File: config.mk
export PLATFORM = sky130hd
export DESIGN_NAME = pin_drive_arb
export DESIGN_NICKNAME = d
export VERILOG_FILES = /design/src/rtl/pin_drive_arb_pkg.sv /design/src/rtl/pin_drive_rr_arb.sv /design/src/rtl/pin_drive_arb.sv
export SDC_FILE = /design/constraint.sdc
export NUM_CORES = 1
export LEC_CHECK = 0
export BUFFER_PORTS_ARGS = -buffer_cell sky130_fd_sc_hd__clkbuf_2
export CAP_MARGIN = 20
export CORE_ASPECT_RATIO = 0.75
export CORE_UTILIZATION = 45
export DETAILED_ROUTE_END_ITERATION = 12
export GPL_ROUTABILITY_DRIVEN = 0
export PLACE_DENSITY_LB_ADDON = 0.2
export SETUP_SLACK_MARGIN = 0.2
export SYNTH_ARGS = -nofsm -noshare
export SYNTH_HDL_FRONTEND = slang
export SYNTH_SLANG_ARGS = --single-unit
File: constraint.sdc
create_clock -name clk_i -period 1.9 [get_ports clk_i]
set_input_delay 0.095 -clock clk_i [delete_from_list [all_inputs] [get_ports clk_i]]
set_output_delay 0.095 -clock clk_i [all_outputs]
set_load 0.01 [all_outputs]
File: src/rtl/pin_drive_arb_pkg.sv
// Shared types for the pin-bank drive arbiter: FSM state encoding and the
// captured request payload.
package pin_drive_arb_pkg;

    localparam int unsigned PDA_WIDTH = 8;
    localparam int unsigned PDA_DUR_W = 8;

    typedef enum logic [1:0] {
        ST_IDLE  = 2'd0,
        ST_DRIVE = 2'd1,
        ST_TURN  = 2'd2
    } state_e;

    typedef struct packed {
        logic [PDA_WIDTH-1:0] val;
        logic [PDA_WIDTH-1:0] oe;
        logic [PDA_DUR_W-1:0] dur;
    } payload_t;

endpackage

File: src/rtl/pin_drive_rr_arb.sv
// Combinational round-robin pick: first set request at or after the pointer,
// wrapping, returned as a one-hot grant plus its index.
module pin_drive_rr_arb #(
    parameter int unsigned NumReq = 2,
    parameter int unsigned IdxW   = 1
) (
    input  logic [NumReq-1:0] req_i,
    input  logic [IdxW-1:0]   ptr_i,
    output logic [NumReq-1:0] gnt_o,
    output logic [IdxW-1:0]   idx_o,
    output logic              valid_o
);

    logic [IdxW-1:0] cand;
    logic            found;

    always_comb begin
        gnt_o = '0;
        idx_o = '0;
        cand  = '0;
        found = 1'b0;
        for (int unsigned k = 0; k < NumReq; k++) begin
            cand = IdxW'((32'(ptr_i) + k) % NumReq);
            if (!found && req_i[cand]) begin
                found       = 1'b1;
                idx_o       = cand;
                gnt_o[cand] = 1'b1;
            end
        end
        valid_o = found;
    end

endmodule

File: src/rtl/pin_drive_arb.sv
// Time-shares one bidirectional pin bank between requesters with timed drive
// windows, a one-cycle all-released turnaround, and idle pull control.
//
// state    | meaning
// ST_IDLE  | bank released; grant the round-robin winner this cycle
// ST_DRIVE | owner's value/oe on the pins for dur cycles
// ST_TURN  | one cycle with all outputs off; done pulse to the owner
module pin_drive_arb
    import pin_drive_arb_pkg::*;
#(
    parameter  int unsigned Width  = PDA_WIDTH,
    parameter  int unsigned NumReq = 2,
    parameter  int unsigned DurW   = PDA_DUR_W,
    localparam int unsigned IdxW   = (NumReq > 1) ? $clog2(NumReq) : 1
) (
    input  logic                   clk_i,
    input  logic                   rst_ni,
    input  logic [NumReq-1:0]      req_i,
    input  logic [NumReq*Width-1:0] req_val_i,
    input  logic [NumReq*Width-1:0] req_oe_i,
    input  logic [NumReq*DurW-1:0] req_dur_i,
    output logic [NumReq-1:0]      gnt_o,
    output logic [NumReq-1:0]      done_o,
    input  logic [Width-1:0]       cfg_pu_i,
    input  logic [Width-1:0]       cfg_pd_i,
    input  logic [Width-1:0]       pins_i,
    output logic [Width-1:0]       pins_o,
    output logic [Width-1:0]       pins_oe_o,
    output logic [Width-1:0]       pins_pu_o,
    output logic [Width-1:0]       pins_pd_o,
    output logic [Width-1:0]       sample_o,
    output logic                   busy_o,
    output logic [IdxW-1:0]        owner_o
);

    state_e            state_q;
    logic [DurW-1:0]   cnt_q;
    logic [Width-1:0]  pins_q, oe_q, oe_d, pu_q, pd_q, sample_q;
    logic [IdxW-1:0]   owner_q, ptr_q, ptr_d;
    logic [IdxW-1:0]   arb_idx;
    logic [NumReq-1:0] arb_gnt;
    logic              arb_valid;
    logic              take;
    payload_t          sel;

    pin_drive_rr_arb #(
        .NumReq(NumReq),
        .IdxW  (IdxW)
    ) u_rr (
        .req_i  (req_i),
        .ptr_i  (ptr_q),
        .gnt_o  (arb_gnt),
        .idx_o  (arb_idx),
        .valid_o(arb_valid)
    );

    always_comb begin
        sel.val = req_val_i[32'(arb_idx)*Width +: Width];
        sel.oe  = req_oe_i[32'(arb_idx)*Width +: Width];
        sel.dur = req_dur_i[32'(arb_idx)*DurW +: DurW];
        // No grant while reset is asserted: the edge would not capture it.
        take    = rst_ni && (state_q == ST_IDLE) && arb_valid;
        ptr_d   = (arb_idx == IdxW'(NumReq - 1)) ? '0 : arb_idx + 1'b1;
    end

    // Next output-enable drives the pull registers so pulls never overlap a drive.
    always_comb begin
        oe_d = '0;
        if (take && (sel.dur != '0)) begin
            oe_d = sel.oe;
        end else if ((state_q == ST_DRIVE) && (cnt_q != DurW'(1))) begin
            oe_d = oe_q;
        end
    end

    always_ff @(posedge clk_i) begin
        if (!rst_ni) begin
            state_q  <= ST_IDLE;
            cnt_q    <= '0;
            pins_q   <= '0;
            oe_q     <= '0;
            pu_q     <= '0;
            pd_q     <= '0;
            sample_q <= '0;
            owner_q  <= '0;
            ptr_q    <= '0;
        end else begin
            oe_q <= oe_d;
            pu_q <= cfg_pu_i & ~oe_d;
            pd_q <= cfg_pd_i & ~cfg_pu_i & ~oe_d;
            case (state_q)
                ST_IDLE: begin
                    if (take) begin
                        owner_q <= arb_idx;
                        ptr_q   <= ptr_d;
                        cnt_q   <= sel.dur;
                        if (sel.dur != '0) begin
                            pins_q  <= sel.val;
                            state_q <= ST_DRIVE;
                        end else begin
                            state_q <= ST_TURN;
                        end
                    end
                end
                ST_DRIVE: begin
                    if (cnt_q == DurW'(1)) begin
                        sample_q <= pins_i;
                        pins_q   <= '0;
                        state_q  <= ST_TURN;
                    end else begin
                        cnt_q <= cnt_q - 1'b1;
                    end
                end
                ST_TURN: state_q <= ST_IDLE;
                default: state_q <= ST_IDLE;
            endcase
        end
    end

    always_comb begin
        gnt_o  = take ? arb_gnt : '0;
        done_o = '0;
        if (state_q == ST_TURN) begin
            done_o[owner_q] = 1'b1;
        end
    end

    assign pins_o    = pins_q;
    assign pins_oe_o = oe_q;
    assign pins_pu_o = pu_q;
    assign pins_pd_o = pd_q;
    assign sample_o  = sample_q;
    assign busy_o    = (state_q != ST_IDLE);
    assign owner_o   = owner_q;

endmodule

After elaboration in Yosys (flattened, before gate mapping)
Index checks and enable logic that the tools add are counted.
- eq/ne operators: 8
- magnitude comparators: 6
- $add $sub $neg: 3
- multiplexer cells: 32
- $mul: 0
- bitwise gates (word level): 6
- shifts and indexed selects: 3
- reductions and logical operators: 18
- div/mod/pow operators: 0
- operators with widths (kind ; number):
    $mux W8 ; 7
    $shiftx A16 B5 Y8 ; 3
    $pmux W8 S2 ; 2
    $and A8 B8 Y8 ; 3
    $not A8 Y8 ; 2
    $mux W2 ; 7
    $mux W1 ; 12
    $eq A8 B1 Y1 const B ; 1
    $logic_and A1 B1 Y1 ; 8
    $ne A8 B1 Y1 const B ; 1
    $reduce_bool A8 Y1 ; 1
    $sub A8 B1 Y8 const B ; 1
    $lt A1 B2 Y1 const B ; 3
    $reduce_and A2 Y1 ; 3
    $ne A2 B1 Y1 const B ; 2
    $ne A2 B2 Y1 const B ; 2
    $pmux W2 S2 ; 1
    $reduce_and A4 Y1 ; 1
    $reduce_bool A2 Y1 ; 2
    $demux W1 S1 ; 3
    $ge A1 B1 Y1 const B ; 3
    $reduce_and A3 Y1 ; 1
    $add A1 B1 Y1 const B ; 2
    $eq A2 B1 Y1 const B ; 1
    other kinds (4) ; 4
- bits of input ports: 76
- latch bits: 0
- bits in writable memories: 0
- flip-flop bits (word level): 52
- memories: 0
- memory bits (read-only): 0

Longest topological paths before layout
- word-level depth: 12
- depth in mapped cells: 8
- mapped depth without buffers: 7

By module
A second synthesis with hierarchy kept.
- cells, all modules: 275
- area, all modules: 2567.5 µm²
- modules (own cells, without submodules) (module ; instances ; area an instance (µm²) ; cells each):
    pin_drive_arb ; 1 ; 2534.9 ; 270
    pin_drive_rr_arb ; 1 ; 32.5 ; 5

Worst setup path before layout
No wires, ideal clock.
- path type: reg-to-reg
- from: register cnt_q[0]
- to: register pins_q[7] (netlist: pins_o[7])
- slack: 0.293 ns
- arrival: 1.488 ns
- clock period less this slack: 1.607 ns
- stages on the path, launching flop included: 8
- library setup time: 0.119 ns
- data required time: 1.781 ns
- path through: dfxtp_1 ha_1 nor4b_4 nand3_2 buf_6 a32o_1 buf_6 o2bb2ai_1
- cells in the longest elaborated chain, start to end: 3
- RTL lines (what ; RTL line ; text):
    from (decl) ; pin_drive_arb.sv:37 ; logic [DurW-1:0] cnt_q;
    from (signal assigned) ; pin_drive_arb.sv:96 ; cnt_q <= sel.dur;
    from (signal assigned) ; pin_drive_arb.sv:111 ; cnt_q <= cnt_q - 1'b1;
    $eq A8 B1 Y1 ; pin_drive_arb.sv:106 ; if (cnt_q == DurW'(1)) begin
    $ne A2 B1 Y1 (no source line) ; n/a ;
    $reduce_and A4 Y1 (no source line) ; n/a ;
    to (signal assigned) ; pin_drive_arb.sv:98 ; pins_q <= sel.val;
    to (decl) ; pin_drive_arb.sv:38 ; logic [Width-1:0] pins_q, oe_q, oe_d, pu_q, pd_q, sample_q;
Every way passes these cells.
A chain may end at the register's enable or synchronous reset.

Worst setup path in the final report
- from: register cnt_q[0]
- to: register cnt_q[4]
- cells in the longest elaborated chain, start to end: 3
- elaborated cells between the ends (all ways): 6
- those cells by class: add/sub: 1; eq/ne: 2; mux: 2; reduce/logical: 1
- RTL lines (what ; RTL line):
    $sub A8 B1 Y8 or $eq A8 B1 Y1 (tied branches) ; pin_drive_arb.sv:111, pin_drive_arb.sv:106
    $mux W8 or $ne A2 B2 Y1 (tied branches) ; n/a
    $pmux W8 S2 or $reduce_and A3 Y1 (tied branches) ; n/a
Several ways; a longest one is shown, not always the timed one. The select of a mux whose other input is x is not followed.

==> results.tsv <==
metric	value	unit
dp_cells	448	
synth_cells	259	
synthToLayoutAreaGrowth	36.5	%
final_area	3290	sq um
start_util	48.1	%
fin_crit	1.63	ns
first_pass_iters	4	
cts_sinks	52	
grt_antenna_before_repair	0	
htreeDepth	2	
routed_wl	6600	um
io_buffers	121	
synth_edf_count	0	
track_usage	22.7	%
clk_pin_slew_worst_paths	0.10	ns
grt_pass1_vias	2092	
synth_common_cells	52 x dfxtp_1, 36 x nor2_1, 27 x mux2i_1	
fin_util	65.7	%
vias	2423	
clock_tree.root_cell	clkbuf_8	
seq_area_frac_synth	43.2	%
worst_pin_slew	0.442	ns
syn_nets	337	
synth_most_common_cell	dfxtp_1	
power.leakage	1.64	nW
finalCritPeriodShare	85.8	%
finalHoldViolations	0	
cts_buffer_depth	2	
synth_seq_cells	52	
cp-start-kind	flop	
slew_viol_final	0	
rsz0062_at_grt	yes	
synth_area	2410	sq um
netlist.area_leader.share	43.2	%
worst_ep_arrival_time	1.86	ns
slew_headroom	70.4	%
drc	0	
io-pin-count	122	
overflow	0	
wl_per_cell	14.3	um
cts_tree	done	
peakVddDrop	0.466	mV
antenna_cells	0	
critical_path_required	2.13	ns
ys_warn_count	0	
ys_types	39	
nets	467	
synth.avg_cell_area	9.31	sq um
fp.dieH	65.4	um
skew	0.0105	ns
die_area	5660	sq um
dpl_cell_area	3080	sq um
ys_top_cells_by_area	dfxtp_1 43%, mux2i_1 11%, nor2_1 5.6%	
row_count	22	
end_kind	flop	
drt_iter0_drc	129	
hp-class	primary input to flop	
tns	0	ns
drv_cap	0	
clock_latency	0.31	ns
synthFlopType	dfxtp_1	
max_freq	613	MHz
fin_cells	462	
p_total	0.00270	W
die_w	86.5	um
path_class	flop to flop	
cts_made_buffers	5	
postRouteAntennaNets	0	
synth_area_leader_cell	dfxtp_1	
status	finished, final reports clean	
ys_async_sr_fraction	0	%
core_area	5010	sq um
cp_max_fo	6	
drive_gt1_share	43.1	%
finalSetupViolCount	0	
grt_max_degree	26	
power.density	819	nW/um^2
grt_pass1_wl	9920	um
hpwl	4710	um
vias_per_cell	5.24	
[state kept, by name (all words and copies together), names as in the netlist]
register,cells
sample_o,8
pins_o,8
pins_oe_o,8
pins_pu_o,8
ptr_q,1
owner_o,1
pins_pd_o,8
state_q,2
cnt_q,8
[per-layer routing]
| metal | wire length [um] | global-route usage [%] | up-vias |
|---|---|---|---|
| met5 | 0 | 0 | - |
| met4 | 68 | 6.25 | 0 |
| met3 | 541 | 6.28 | 7 |
| met2 | 2840 | 35.6 | 109 |
| met1 | 3140 | 30.7 | 1091 |
| li1 | - | - | 1216 |
[cell usage in the layout (no fill, tap or decap), types with 3 or more instances in the layout]
cell type  count
nor4_1         6
nand2_1       21
clkbuf_8       5
nor2_1        36
inv_1          5
mux2_2         5
o22ai_1       11
o2bb2ai_1      6
a32o_1         3
nand4b_1       8
nand4_1        3
o21ai_0        9
a21oi_1        9
nor3_1         3
mux2i_1       27
buf_4         14
dfxtp_1       50
nand3_1        9
clkbuf_2     121
and3_1         3
[what timing repair did]
| action | CTS | global route |
|---|---|---|
| setup buffers | 0 | 3 |
| resized for setup | 4 | 11 |
| cloned | 0 | 3 |
| hold buffers | 0 | 0 |
| pin swaps | 1 | 5 |
| endpoints found under the setup margin | 38 | 42 |
[layout make-up]
| type | instances | area (sq um) |
|---|---|---|
| timing repair buffer | 135 | 711 |
| clock buffer | 6 | 72.6 |
| sequential | 52 | 1050 |
| clock inverter | 2 | 35.0 |
| multi-input combinational | 189 | 1320 |
| fill | 466 | 1720 |
| tap | 72 | 90.1 |
| inverter | 6 | 22.5 |
[power by group]
group	switching [W]	internal [W]	total, W
combinational	0.000378	0.000313	0.000691
sequential	0.0000715	0.00118	0.00125
clock	0.000360	0.000391	0.000751
[through the flow]
step | hold WS (ns) | worst slack (ns)
after detailed placement | 0.334 | -0.0975
after global routing | 0.00562 | 0.180
after floorplan | 0.211 | 0.293
final | 0.0153 | 0.269
after global placement | 0.324 | -0.00747
after CTS | 0.00774 | 0.215
[kinds of logic (layout without fill, tap and decap cells)]
logic type                 Yosys count  after routing  synth area share (%)
adders and majority gates            2              2                  1.04
muxes                               32             32                  13.5
DFF                                 52             52                  43.2
and+or+nand+nor                    101            102                  21.8
buffers and inverters               21            149                  5.45
AOI/OAI and AO/OA                   51             53                  14.9
[worst max-delay path: stages, from the launching register on]
cell,delay (ns)
dfxtp_4,0.39
ha_1,0.15
nor4b_4,0.28
nand3_2,0.18
and2_4,0.23
a21boi_1,0.13
o32ai_2,0.20
[final timing paths]
check	startpoint	endpoint	slack (ns)	cells after the start
setup / recovery	cnt_q[0]$_SDFFE_PN0P_	cnt_q[4]$_SDFFE_PN0P_	0.27	6
hold / removal	cfg_pd_i[2]	pins_pd_o[2]$_SDFF_PN0_	0.02	3
setup reg to reg	cnt_q[0]$_SDFFE_PN0P_	cnt_q[4]$_SDFFE_PN0P_	0.27	6
hold reg to reg	pins_o[4]$_SDFFE_PN0P_	pins_o[4]$_SDFFE_PN0P_	0.47	1
No activity file was read; power rests on OpenSTA's default activity.
